**src/rtl/mips32_pkg.sv**
```systemverilog
// Shared definitions for the MIPS32 program loader and the core's unified memory.
package mips32_pkg;

   localparam int          ADDR_W    = 11;
   localparam int          MEM_DEPTH = 2024;
   localparam logic [7:0]  SYNC_BYTE = 8'hA5;

   typedef enum logic [2:0] {
      ST_IDLE   = 3'd0,
      ST_BASE_H = 3'd1,
      ST_BASE_L = 3'd2,
      ST_CNT_H  = 3'd3,
      ST_CNT_L  = 3'd4,
      ST_DATA   = 3'd5,
      ST_CHK    = 3'd6,
      ST_START  = 3'd7
   } loader_state_e;

   // One past the last word a frame would touch; 17 bits so it cannot wrap.
   function automatic logic [16:0] range_end(input logic [ADDR_W-1:0] base,
                                             input logic [15:0]        cnt);
      return {{(17-ADDR_W){1'b0}}, base} + {1'b0, cnt};
   endfunction

endpackage

```
**src/rtl/mips32_prog_loader_if.sv**
```systemverilog
// Byte-stream input, memory write port and core start signals of the loader.
interface mips32_prog_loader_if
   import mips32_pkg::*;
();
   logic              in_valid;
   logic [7:0]        in_data;
   logic              in_ready;
   logic              mem_we;
   logic [ADDR_W-1:0] mem_addr;
   logic [31:0]       mem_wdata;
   logic              cpu_start;
   logic [31:0]       cpu_pc;
   logic              busy;
   logic              done;
   logic              err;

   modport master (
      input  in_valid, in_data,
      output in_ready, mem_we, mem_addr, mem_wdata, cpu_start, cpu_pc, busy, done, err
   );

   modport slave (
      output in_valid, in_data,
      input  in_ready, mem_we, mem_addr, mem_wdata, cpu_start, cpu_pc, busy, done, err
   );
endinterface

```
**src/rtl/mips32_word_assembler.sv**
```systemverilog
// Packs four accepted bytes, MSB first, into a big-endian 32-bit word.
module mips32_word_assembler
   import mips32_pkg::*;
(
   input  logic        clk,
   input  logic        rst,
   input  logic        i_clear,
   input  logic        i_byte_valid,
   input  logic [7:0]  i_byte,
   output logic        o_word_valid,
   output logic [31:0] o_word
);
   logic [1:0]  r_idx;
   logic [23:0] r_shift;

   assign o_word_valid = i_byte_valid & (r_idx == 2'd3);
   assign o_word       = {r_shift, i_byte};

   // Byte index and the three most recent bytes of the current word.
   always_ff @(posedge clk or posedge rst) begin
      if (rst) begin
         r_idx   <= 2'd0;
         r_shift <= 24'd0;
      end else if (i_clear) begin
         r_idx   <= 2'd0;
         r_shift <= 24'd0;
      end else if (i_byte_valid) begin
         r_idx   <= r_idx + 2'd1;
         r_shift <= {r_shift[15:0], i_byte};
      end else begin
         r_idx   <= r_idx;
         r_shift <= r_shift;
      end
   end
endmodule

```
**src/rtl/mips32_prog_loader.sv**
```systemverilog
// Frame parser that writes a program into the core's memory and then releases the core.
module mips32_prog_loader
   import mips32_pkg::*;
(
   input  logic                 clk,
   input  logic                 rst,
   mips32_prog_loader_if.master bus
);
   localparam logic [16:0] DEPTH_17 = 17'(MEM_DEPTH);

   loader_state_e     r_state, w_state_next;
   logic              r_in_ready, r_mem_we, r_cpu_start, r_busy, r_done, r_err;
   logic [ADDR_W-1:0] r_mem_addr, r_wr_addr, r_base;
   logic [ADDR_W-9:0] r_base_h;
   logic [31:0]       r_mem_wdata, r_cpu_pc;
   logic [7:0]        r_cnt_h, r_chk;
   logic [15:0]       r_words_left;
   logic              w_accept, w_sync, w_range_err, w_chk_err, w_go_start;
   logic              w_asm_valid, w_asm_clear, w_word_valid;
   logic [31:0]       w_word;
   logic [15:0]       w_cnt;
   logic [16:0]       w_end;

   assign w_accept    = bus.in_valid & r_in_ready;
   assign w_sync      = w_accept & (r_state == ST_IDLE) & (bus.in_data == SYNC_BYTE);
   assign w_cnt       = {r_cnt_h, bus.in_data};
   assign w_end       = range_end(r_base, w_cnt);
   assign w_asm_valid = w_accept & (r_state == ST_DATA);
   assign w_asm_clear = (r_state != ST_DATA);

   mips32_word_assembler u_asm (
      .clk          (clk),
      .rst          (rst),
      .i_clear      (w_asm_clear),
      .i_byte_valid (w_asm_valid),
      .i_byte       (bus.in_data),
      .o_word_valid (w_word_valid),
      .o_word       (w_word)
   );

   // Next-state decode plus the error/start strobes it implies.
   always_comb begin
      w_state_next = r_state;
      w_range_err  = 1'b0;
      w_chk_err    = 1'b0;
      w_go_start   = 1'b0;
      case (r_state)
         ST_IDLE: begin
            if (w_sync) w_state_next = ST_BASE_H;
            else        w_state_next = ST_IDLE;
         end
         ST_BASE_H: begin
            if (w_accept) w_state_next = ST_BASE_L;
            else          w_state_next = ST_BASE_H;
         end
         ST_BASE_L: begin
            if (w_accept) w_state_next = ST_CNT_H;
            else          w_state_next = ST_BASE_L;
         end
         ST_CNT_H: begin
            if (w_accept) w_state_next = ST_CNT_L;
            else          w_state_next = ST_CNT_H;
         end
         ST_CNT_L: begin
            if (!w_accept) begin
               w_state_next = ST_CNT_L;
            end else if (w_end > DEPTH_17) begin
               w_range_err  = 1'b1;
               w_state_next = ST_IDLE;
            end else if (w_cnt == 16'd0) begin
               w_state_next = ST_CHK;
            end else begin
               w_state_next = ST_DATA;
            end
         end
         ST_DATA: begin
            if (w_word_valid && (r_words_left == 16'd1)) w_state_next = ST_CHK;
            else                                          w_state_next = ST_DATA;
         end
         ST_CHK: begin
            if (!w_accept) begin
               w_state_next = ST_CHK;
            end else if (bus.in_data == r_chk) begin
               w_go_start   = 1'b1;
               w_state_next = ST_START;
            end else begin
               w_chk_err    = 1'b1;
               w_state_next = ST_IDLE;
            end
         end
         ST_START: w_state_next = ST_IDLE;
         default:  w_state_next = ST_IDLE;
      endcase
   end

   // State register.
   always_ff @(posedge clk or posedge rst) begin
      if (rst) r_state <= ST_IDLE;
      else     r_state <= w_state_next;
   end

   // Header capture, checksum accumulation and the write pointer.
   always_ff @(posedge clk or posedge rst) begin
      if (rst) begin
         r_base_h     <= '0;
         r_base       <= '0;
         r_cnt_h      <= 8'd0;
         r_chk        <= 8'd0;
         r_words_left <= 16'd0;
         r_wr_addr    <= '0;
      end else begin
         case (r_state)
            ST_IDLE: begin
               if (w_sync) r_chk <= 8'd0;
               else        r_chk <= r_chk;
            end
            ST_BASE_H: begin
               if (w_accept) begin
                  r_base_h <= bus.in_data[ADDR_W-9:0];
                  r_chk    <= r_chk ^ bus.in_data;
               end else begin
                  r_base_h <= r_base_h;
               end
            end
            ST_BASE_L: begin
               if (w_accept) begin
                  r_base <= {r_base_h, bus.in_data};
                  r_chk  <= r_chk ^ bus.in_data;
               end else begin
                  r_base <= r_base;
               end
            end
            ST_CNT_H: begin
               if (w_accept) begin
                  r_cnt_h <= bus.in_data;
                  r_chk   <= r_chk ^ bus.in_data;
               end else begin
                  r_cnt_h <= r_cnt_h;
               end
            end
            ST_CNT_L: begin
               if (w_accept) begin
                  r_words_left <= w_cnt;
                  r_wr_addr    <= r_base;
                  r_chk        <= r_chk ^ bus.in_data;
               end else begin
                  r_words_left <= r_words_left;
               end
            end
            ST_DATA: begin
               if (w_accept) r_chk <= r_chk ^ bus.in_data;
               else          r_chk <= r_chk;
               if (w_word_valid) begin
                  r_wr_addr    <= r_wr_addr + {{(ADDR_W-1){1'b0}}, 1'b1};
                  r_words_left <= r_words_left - 16'd1;
               end else begin
                  r_wr_addr    <= r_wr_addr;
               end
            end
            default: r_chk <= r_chk;
         endcase
      end
   end

   // Registered outputs toward the stream source, memory and core.
   always_ff @(posedge clk or posedge rst) begin
      if (rst) begin
         r_in_ready  <= 1'b1;
         r_busy      <= 1'b0;
         r_mem_we    <= 1'b0;
         r_mem_addr  <= '0;
         r_mem_wdata <= 32'd0;
         r_cpu_start <= 1'b0;
         r_cpu_pc    <= 32'd0;
         r_done      <= 1'b0;
         r_err       <= 1'b0;
      end else begin
         r_in_ready  <= (w_state_next != ST_START);
         r_busy      <= (w_state_next != ST_IDLE);
         r_mem_we    <= w_word_valid;
         r_cpu_start <= w_go_start;
         if (w_word_valid) begin
            r_mem_addr  <= r_wr_addr;
            r_mem_wdata <= w_word;
         end else begin
            r_mem_addr  <= r_mem_addr;
         end
         if (w_go_start) r_cpu_pc <= {{(32-ADDR_W){1'b0}}, r_base};
         else            r_cpu_pc <= r_cpu_pc;
         if (w_sync) begin
            r_done <= 1'b0;
            r_err  <= 1'b0;
         end else begin
            r_done <= r_done | w_go_start;
            r_err  <= r_err | w_range_err | w_chk_err;
         end
      end
   end

   assign bus.in_ready  = r_in_ready;
   assign bus.mem_we    = r_mem_we;
   assign bus.mem_addr  = r_mem_addr;
   assign bus.mem_wdata = r_mem_wdata;
   assign bus.cpu_start = r_cpu_start;
   assign bus.cpu_pc    = r_cpu_pc;
   assign bus.busy      = r_busy;
   assign bus.done      = r_done;
   assign bus.err       = r_err;
endmodule

```
**src/flat_wrapper.sv**
```systemverilog
// flat-port wrapper written by rule: the top's interface ports become plain ports
module mips32_prog_loader_flat import mips32_pkg::*;
  (clk, rst, bus_in_valid, bus_in_data, bus_in_ready, bus_mem_we, bus_mem_addr, bus_mem_wdata, bus_cpu_start, bus_cpu_pc, bus_busy, bus_done, bus_err);
  mips32_prog_loader_if bus_i ();
  input  logic clk;
  input  logic rst;
  input wire logic [$bits(bus_i.in_valid)-1:0] bus_in_valid;
  input wire logic [$bits(bus_i.in_data)-1:0] bus_in_data;
  output wire logic [$bits(bus_i.in_ready)-1:0] bus_in_ready;
  output wire logic [$bits(bus_i.mem_we)-1:0] bus_mem_we;
  output wire logic [$bits(bus_i.mem_addr)-1:0] bus_mem_addr;
  output wire logic [$bits(bus_i.mem_wdata)-1:0] bus_mem_wdata;
  output wire logic [$bits(bus_i.cpu_start)-1:0] bus_cpu_start;
  output wire logic [$bits(bus_i.cpu_pc)-1:0] bus_cpu_pc;
  output wire logic [$bits(bus_i.busy)-1:0] bus_busy;
  output wire logic [$bits(bus_i.done)-1:0] bus_done;
  output wire logic [$bits(bus_i.err)-1:0] bus_err;
  assign bus_i.in_valid = bus_in_valid;
  assign bus_i.in_data = bus_in_data;
  assign bus_in_ready = bus_i.in_ready;
  assign bus_mem_we = bus_i.mem_we;
  assign bus_mem_addr = bus_i.mem_addr;
  assign bus_mem_wdata = bus_i.mem_wdata;
  assign bus_cpu_start = bus_i.cpu_start;
  assign bus_cpu_pc = bus_i.cpu_pc;
  assign bus_busy = bus_i.busy;
  assign bus_done = bus_i.done;
  assign bus_err = bus_i.err;
  mips32_prog_loader u_core (.clk(clk), .rst(rst), .bus(bus_i));
endmodule
```
**config.mk**
```make
export PLATFORM = sky130hd
export DESIGN_NAME = mips32_prog_loader_flat
export DESIGN_NICKNAME = d
export VERILOG_FILES = /design/src/rtl/mips32_pkg.sv /design/src/rtl/mips32_prog_loader_if.sv /design/src/rtl/mips32_word_assembler.sv /design/src/rtl/mips32_prog_loader.sv /design/src/flat_wrapper.sv
export SDC_FILE = /design/constraint.sdc
export NUM_CORES = 1
export LEC_CHECK = 0
export CAP_MARGIN = 20
export CORE_MARGIN = 2
export CORE_UTILIZATION = 50
export CTS_CLUSTER_DIAMETER = 50
export DETAILED_ROUTE_END_ITERATION = 6
export PLACE_DENSITY = 0.74
export SKIP_CTS_REPAIR_TIMING = 1
export SLEW_MARGIN = 20
export SYNTH_ARGS = -nofsm -noshare
export SYNTH_HDL_FRONTEND = slang
export SYNTH_HIERARCHICAL = 1
export SYNTH_SLANG_ARGS = --single-unit
```
**constraint.sdc**
```tcl
create_clock -name clk -period 6.8 [get_ports clk]
set_input_delay 1.36 -clock clk [delete_from_list [all_inputs] [get_ports clk]]
set_output_delay 1.36 -clock clk [all_outputs]
set_load 0.1 [all_outputs]
```
Word-level counts from Yosys, hierarchy flattened:

Index checks and enable logic that the tools add are counted.

* flip-flop bits (word level): 146
* bits of input ports: 11
* output and inout bits: 81
* logic and storage cells: 97

* $add $sub $neg: 4
* $lt $le $gt $ge: 1
* eq/ne operators: 17
* mux-type cells: 35
* bitwise operators: 9
* reductions and logical operators: 13

Operators with widths (count)
* two-way mux 24 bit: 2
* two-way mux 16 bit: 2
* case mux 16 bit (2 select lines): 1
* case mux 3 bit (8 select lines): 1
* two-way mux 11 bit: 2
* case mux 11 bit (2 select lines): 1
* adder 11 x 16 -> 17 bit: 1
* greater-than comparator 17 x 11 -> 1 bit (second input constant): 1
* equality test 16 x 1 -> 1 bit (second input constant): 1
* zero test 16 bit: 1
* two-way mux 8 bit: 2
* case mux 8 bit (2 select lines): 1
* subtractor 16 x 1 -> 16 bit (second input constant): 1
* two-way mux 3 bit: 5
* two-way mux 1 bit: 13
* equality test 3 bit (second input constant): 4
* adder 11 x 1 -> 11 bit (second input constant): 1
* two-way mux 2 bit: 5
* equality test 8 bit: 1
* equality test 8 bit (second input constant): 1
* inequality test 2 x 1 -> 1 bit (second input constant): 4
* XOR 8 bit: 1
* equality test 3 x 2 -> 1 bit (second input constant): 2
* inequality test 3 bit (second input constant): 2
* other kinds (12): 23

Depth between registers and ports, before layout:

Gate-level depths: netlist of run 1.

* depth in word-level cells: 8
* depth in mapped cells: 18
* mapped depth without buffers: 12

Modules after synthesis:

Netlist of run 1, hierarchy kept.

Modules (own cells, without submodules)
* mips32_prog_loader: times used 1, cells an instance 598, area each 6217.2 µm², seq. area each 3004.1 µm²
* mips32_word_assembler: times used 1, cells an instance 95, area each 1158.6 µm², seq. area each 650.6 µm²

Worst setup path before layout of run 1:

Ideal clock, no wire load.

* path type: input to register
* start point: in bus_in_data[0]
* end point: reg u_core.r_state[1]
* library setup time: 103 ps
* arrival: 3319 ps
* required time: 6697 ps
* slack: 3378 ps
* cell stages on the path: 9
* buffers on the path: 0
* cell sequence: ha_1 > fa_1 > a21oi_1 > o211ai_2 > a2111oi_0 > nor3_1 > o21ai_0 > nand3_1 > o41ai_2

* longest elaborated chain between the ends: 5
* elaborated cells between the ends (all ways): 10
* classes of those cells: add/sub (1); order compare (1); eq/ne (1); mux (6); reduce/logical (1)

RTL lines
* start, declared: RTL line flat_wrapper.sv:8 `input wire logic [$bits(bus_i.in_data)-1:0] bus_in_data;`
* adder 11 x 16 -> 17 bit / zero test 16 bit (equally long branches): RTL line mips32_pkg.sv:22, mips32_prog_loader.sv:70
* greater-than comparator 17 x 11 -> 1 bit / two-way mux 2 bit (equally long branches): RTL line mips32_prog_loader.sv:67, mips32_prog_loader.sv:70
* two-way mux 3 bit: RTL line mips32_prog_loader.sv:67 `end else if (w_end > DEPTH_17) begin`
* two-way mux 3 bit: RTL line mips32_prog_loader.sv:65 `if (!w_accept) begin`
* case mux 3 bit (8 select lines) *: RTL line mips32_prog_loader.sv:47 `case (r_state)`
* named net u_core.w_state_next[1]: RTL line mips32_prog_loader.sv:11 `loader_state_e r_state, w_state_next;`
* end signal, assigned: RTL line mips32_prog_loader.sv:99 `else r_state <= w_state_next;`
* end, declared: RTL line mips32_prog_loader.sv:11

Mark *: on every way through the listed nets, which the timed path passes. The rest lies on a longest branch.
A chain may end at the register's enable or synchronous reset.

Final worst setup path of run 1:

* start point: reg u_core.r_state[2]
* end point: reg u_core.r_state[1]

* longest elaborated chain between the ends: 6
* elaborated cells between the ends (all ways): 13
* classes of those cells: eq/ne (7); mux (2); bitwise (2); reduce/logical (2)

RTL lines
* equality test 3 bit: RTL line mips32_prog_loader.sv:28 `assign w_asm_valid = w_accept & (r_state == ST_DATA);`
* AND 1 bit: RTL line mips32_prog_loader.sv:28
* named net u_core.w_asm_valid: RTL line mips32_prog_loader.sv:19 `logic w_asm_valid, w_asm_clear, w_word_valid;`
* AND 1 bit: RTL line mips32_word_assembler.sv:16 `assign o_word_valid = i_byte_valid & (r_idx == 2'd3);`
* named net u_core.w_word_valid: RTL line mips32_prog_loader.sv:19
* logical AND 1 bit: RTL line mips32_prog_loader.sv:77 `if (w_word_valid && (r_words_left == 16'd1)) w_state_next = ST_CHK;`
* two-way mux 2 bit: RTL line mips32_prog_loader.sv:77
* case mux 3 bit (8 select lines): RTL line mips32_prog_loader.sv:47
* named net u_core.w_state_next[1]: RTL line mips32_prog_loader.sv:11

The timed path passes the listed nets, and every way through them passes these cells.

==> results of run 1 <==
[worst max-delay path, stage by stage, from the launching register on]
cell and delay [ns]:
dfrtp_1 0.52, nor2b_1 0.22, and2_1 0.15, buf_4 0.33, inv_2 0.49, nor2_4 0.19
buf_4 0.42, and2_2 0.23, buf_4 0.49, nor4bb_1 0.28, nand3_1 0.17, o31ai_1 0.25
nand3_1 0.10, o21ai_0 0.08, o21ai_0 0.17, o41ai_2 0.08
[kinds of logic after synthesis]
group / Yosys count / synth area share, %
AND/OR/NAND/NOR: 196 / 13.2
flip-flops: 146 / 49.6
AO/OA/AOI/OAI: 143 / 11.3
multiplexers: 103 / 15.3
buffers and inverters: 73 / 5.97
adder cells (fa/ha/maj): 16 / 2.82
XOR/XNOR: 15 / 1.78
other: 1 / 0.0508
[cells in the mapped netlist (all sizes together), types with 5 or more instances]
cell | n | area share (%)
nor3 | 15 | 1.2
ha | 15 | 2.5
nand4 | 6 | 0.51
nand2b | 11 | 0.93
mux2i | 27 | 3.7
mux2 | 76 | 12
o21ai | 56 | 3.9
a21oi | 49 | 3.4
dfrtp | 145 | 49
xnor2 | 15 | 1.8
clkbuf | 25 | 1.4
and2 | 5 | 0.42
nand2 | 40 | 2.1
inv | 9 | 0.46
nor2 | 68 | 3.5
buf | 39 | 4.1
nor4 | 6 | 0.59
or4 | 5 | 0.56
o22ai | 7 | 0.59
nand3 | 16 | 1.1
[worst paths after layout]
check | to | slack (ns) | cells after the start
max in group asynchronous | u_core/r_chk[1] | 4.23 | 3
min reg2reg | u_core/bus.mem_addr[8] | 0.50 | 1
min in group asynchronous | u_core/u_asm/r_shift[12] | 1.46 | 2
max | u_core/r_state[1] | 2.49 | 15
max reg2reg | u_core/r_state[1] | 2.49 | 15
min | u_core/bus.mem_addr[8] | 0.50 | 1
[registers in the layout, summed over array words and instances, names as in the netlist, 2 cells and up]
register              count
u_core/r_base            11
u_core/r_wr_addr         11
u_core/r_chk              8
u_core/r_cnt_h            8
u_core/bus.cpu_pc        11
u_core/bus.mem_wdata     32
u_core/r_state            3
u_core/r_base_h           3
u_core/u_asm/r_idx        2
u_core/bus.mem_addr      11
u_core/u_asm/r_shift     24
u_core/r_words_left      16
[power by group through the flow]
stage	sequential [mW]	combinational [mW]	clock, mW
3_5_place_dp	1.29	0.962	0
6_report	1.29	0.981	0.876
4_1_cts	1.28	0.971	0.893
2_1_floorplan	1.23	0.779	0
3_3_place_gp	1.28	0.922	0
5_1_grt	1.32	1.08	0.936
[cell type report]
class                           count  area (um2)  share of cell area (%)
Sequential cell                   146        3650                    42.5
Multi-Input combinational cell    494        3370                    39.2
Timing Repair Buffer               77         753                    8.76
Clock buffer                       20         447                    5.20
Tap cell                          184         230                    2.68
Clock inverter                     10         104                    1.21
Inverter                            9        38.8                   0.451
[routing by layer]
layer | track usage (%) | up-vias | wire (um)
li1 | - | 2534 | -
met1 | 30.9 | 2701 | 7770
met2 | 35.4 | 206 | 8090
met3 | 4.41 | 40 | 860
met4 | 9.35 | 0 | 412
met5 | 0 | - | 0
[stage by stage]
| step | power, mW | std cells |
|---|---|---|
| after floorplan | 2.01 | 713 |
| after global placement | 2.21 | 910 |
| after detailed placement | 2.26 | 910 |
| after CTS | 3.14 | 940 |
| after global routing | 3.33 | 940 |
| final | 3.15 | 940 |
==> flow_metrics.tcl, run 1 <==
set metrics [dict create \
    report.final.hold_viol_count 0 \
    htreeDepth 4 \
    drtIter0Drc 567 \
    place_congestion 0.915 \
    intPower_mw 1.96 \
    drtPass1Iterations 5 \
    antenna_found_initial 0 \
    routedWlPerCell_um 18.2 \
    core_area_um2 14500 \
    synth_cell_types 70 \
    floorplan.rows 44 \
    wl_um 17100 \
    die-area_um2 15700 \
    fin_hold_ws_ns 0.503 \
    crit_fanout 61 \
    power_frac_comb_pct 31.2 \
    layout-drive-gt1-share_pct 17.7 \
    ys.flop_type "dfrtp_1" \
    cts.clk_slew.worst_paths_ns 0.06 \
    async_reset_ff_share_pct 100 \
    arrival_ns 4.63 \
    cts_root_buffer "clkbuf_16" \
    antenna_cells 0 \
    power_switching_mw 1.19 \
    dp_hpwl_um 11500 \
    irDropWorstVdd_mv 0.206 \
    yosys_warnings 6 \
    detail_route.vias_per_cell 5.83 \
    swShare_pct 37.7 \
    grt_usage_pct 22.6 \
    finalClockSkew_ns 0.0117 \
    grt_max_degree 80 \
    synth_edf_count 0 \
    area_delta_synth_final_pct 16.5 \
    fin_nets 772 \
    grt_remaining_overflow 0 \
    layout_common_cells "145 x dfrtp_1, 76 x mux2_2, 70 x clkdlybuf4s50_1" \
    critPathKind "reg2reg" \
    insertion_delay_ns 0.43 \
    synth-seq-cells 146 \
    worst_pin_slew_ns 1.08 \
    cts_made_buffers 17 \
    clockBufferDepth 2 \
    finalSetupViolCount 0 \
    outcome "completed" \
    r2r-start "u_core/r_state[2]" \
    io_pins 92 \
    fin_area_um2 8600 \
    final_util_pct 59.4 \
    synthCells 693 \
    maxSlewHeadroom_pct 28.0 \
    max_freq_mhz 232 \
    initial_utilization_pct 50.9 \
    pwr-share-clk_pct 27.8 \
    finalCritPeriodShare_pct 63.4 \
    hold_class "reg2reg" \
    grt_pass1_vias 5319 \
    clock_sinks 146 \
    min_period_ns 4.31 \
    cap_violations 0 \
    worst_slack_ns 2.49 \
    rsz0062_at_grt "false" \
    placed_area_um2 8040 \
    port_buffers 70 \
    ys_seq_area_share_pct 49.6 \
    cts_tree "done" \
    synth_area_um2 7380 \
    syn_avg_cell_area_um2 10.6 \
    leakagePower_nw 3.67 \
    grt_pass1_wl_um 28000 \
    required_ns 7.12 \
    critical_path.startpoint_type "flop" \
    die_h_um 125 \
    drv_slew 0 \
    cp-startpoint "u_core/r_state[2]" \
    drc_errors 0 \
    drtAntennaViolNets 0 \
    pre_cts_ws_ns 2.24 \
    die_w_um 125 \
    layout_commonest_cell "dfrtp_1" \
    setup_tns_ns 0 \
    fill_cells 1226 \
    power_density_nw_per_um2 366 \
    end_kind "flop" \
    min_from "u_core/bus.mem_addr[8]" \
    dr_total_vias 5481 \
    pwr-share-seq_pct 41.0 \
]
Power figures use the tool's default switching activity.
==> inputs of run 2 (changes only) <==
- clock period: 6.8 -> 4 ns (I/O delays scaled with it)
==> run 2 against run 1 <==
  * Routed wire length rose by 1.4%
  * Clock power grew 91%
  * Critical path depth decreased by 5
  * Largest power group unchanged
==> flow_metrics.tcl, run 2 (synthesis results as in run 1) <==
set metrics [dict create \
    outcome "completed" \
    insertion_delay_ns 0.43 \
    drtAntennaViolNets 0 \
    place_congestion 0.878 \
    layout_commonest_cell "dfrtp_1" \
    drv_slew 0 \
    wl_met3_um 947 \
    dpl.cell_count 920 \
    min_from "u_core/bus.mem_wdata[24]" \
    arrival_ns 3.49 \
    die_h_um 125 \
    power_density_nw_per_um2 631 \
    wl_um 17400 \
    multi_input_area_um2 3370 \
    cts_made_buffers 17 \
    cts_tree "done" \
    grt_pass1_vias 5353 \
    crit_fanout 5 \
    fin_nets 782 \
    io_pins 92 \
    finalSetupViolCount 0 \
    fill_cells 1175 \
    cts.clk_slew.worst_paths_ns 0.06 \
    min_period_ns 3.17 \
    critical_path.startpoint_type "input pin" \
    hold_class "reg2reg" \
    finalClockSkew_ns 0.00703 \
    die_w_um 125 \
    maxSlewHeadroom_pct 33.9 \
    min_to "u_core/bus.mem_wdata[24]" \
    grt_max_degree 100 \
    core_area_um2 14500 \
    met2_length_um 8150 \
    rsz0062_at_grt "false" \
    clockBufferDepth 2 \
    clock_sinks 146 \
    cts_root_buffer "clkbuf_16" \
    dr_total_vias 5448 \
    end_kind "flop" \
    area_delta_synth_final_pct 18.7 \
    report.final.hold_viol_count 0 \
    grt_remaining_overflow 0 \
    finalNonFillerCells 953 \
    critPathKind "in2reg" \
    antenna_found_initial 0 \
    layout_common_cells "145 x dfrtp_1, 76 x mux2_2, 70 x clkdlybuf4s50_1" \
    required_ns 4.32 \
    r2r_cells 13 \
    htreeDepth 4 \
    grt_pass1_wl_um 28500 \
    drtPass1Iterations 5 \
    worstHoldPathCells 1 \
    worst_pin_slew_ns 0.989 \
    port_buffers 70 \
    grt_usage_pct 23.0 \
    irDropWorstVdd_mv 0.431 \
    setup_tns_ns 0 \
    initial_utilization_pct 50.9 \
    detail_route.vias_per_cell 5.72 \
    r2r-start "u_core/r_state[2]" \
    r2r_end "u_core/r_state[1]" \
    finalCritPeriodShare_pct 79.1 \
    drtIter0Drc 512 \
    drc_errors 0 \
    highest_layer "met4" \
    routedWlPerCell_um 18.2 \
    met1_length_um 8060 \
    max_freq_mhz 316 \
    floorplan.rows 44 \
    largest_register_ffs 32 \
    seqCellArea_um2 3650 \
    layout-drive-gt1-share_pct 19.0 \
    leakagePower_nw 3.75 \
    cap_violations 0 \
    dp_hpwl_um 11800 \
    ff2ff_setup_slack_ns 1.21 \
    die-area_um2 15700 \
]
[run 2: per-stage QoR]
step	total power [mW]	utilization, %	area [um2]	worst slack, ns	hold slack [ns]
after floorplan	3.42	-	7450	0.0158	0.471
after global placement	3.77	56.2	8130	0.455	0.484
after detailed placement	3.84	56.2	8130	0.457	0.495
after CTS	5.51	60.4	8750	0.890	0.508
after global routing	5.84	60.4	8750	0.738	0.522
final	5.52	60.5	8750	0.835	0.505
[run 2: routing by layer]
layer / vias up / track usage [%]
met5: - / 0
met4: 0 / 7.19
met3: 16 / 4.45
met2: 187 / 35.8
met1: 2689 / 32.7
li1: 2556 / -
[run 2: worst max path at each step]
stage / from / end / slack (ns) / depth (start not counted)
final: bus_in_data[0] / u_core/r_state[1] / 0.83 / 10
after global routing: bus_in_data[0] / u_core/r_state[1] / 0.74 / 10
after CTS: bus_in_data[0] / u_core/r_state[1] / 0.89 / 10
after detailed placement: bus_in_data[0] / u_core/r_state[0] / 0.46 / 10
after global placement: bus_in_data[0] / u_core/r_state[1] / 0.45 / 10
after floorplan: rst / u_core/bus.busy / 0.02 / 1
[run 2: critical path, stage by stage]
cell	delay [ns]
clkdlybuf4s50_1	0.45
ha_1	0.24
fa_1	0.42
a21oi_1	0.26
o211ai_2	0.19
a2111oi_0	0.46
nor3_1	0.09
o21ai_0	0.12
nand3_1	0.17
o41ai_2	0.29
[run 2: cell type report]
class	count	area share, %
multi-input combinational	494	38.5
sequential	146	41.8
inverter	9	0.415
timing repair buffer	87	9.61
clock buffer	22	5.42
clock inverter	10	1.67
antenna	1	0.0286
tap	184	2.63
[run 2: power by group]
group	leakage [nW]	internal [mW]	switching (mW)	total, mW
logic	1.52	0.690	0.972	1.66
registers	1.93	1.78	0.414	2.19
clock network	0.302	1.04	0.629	1.67
total	3.75	3.51	2.02	5.52
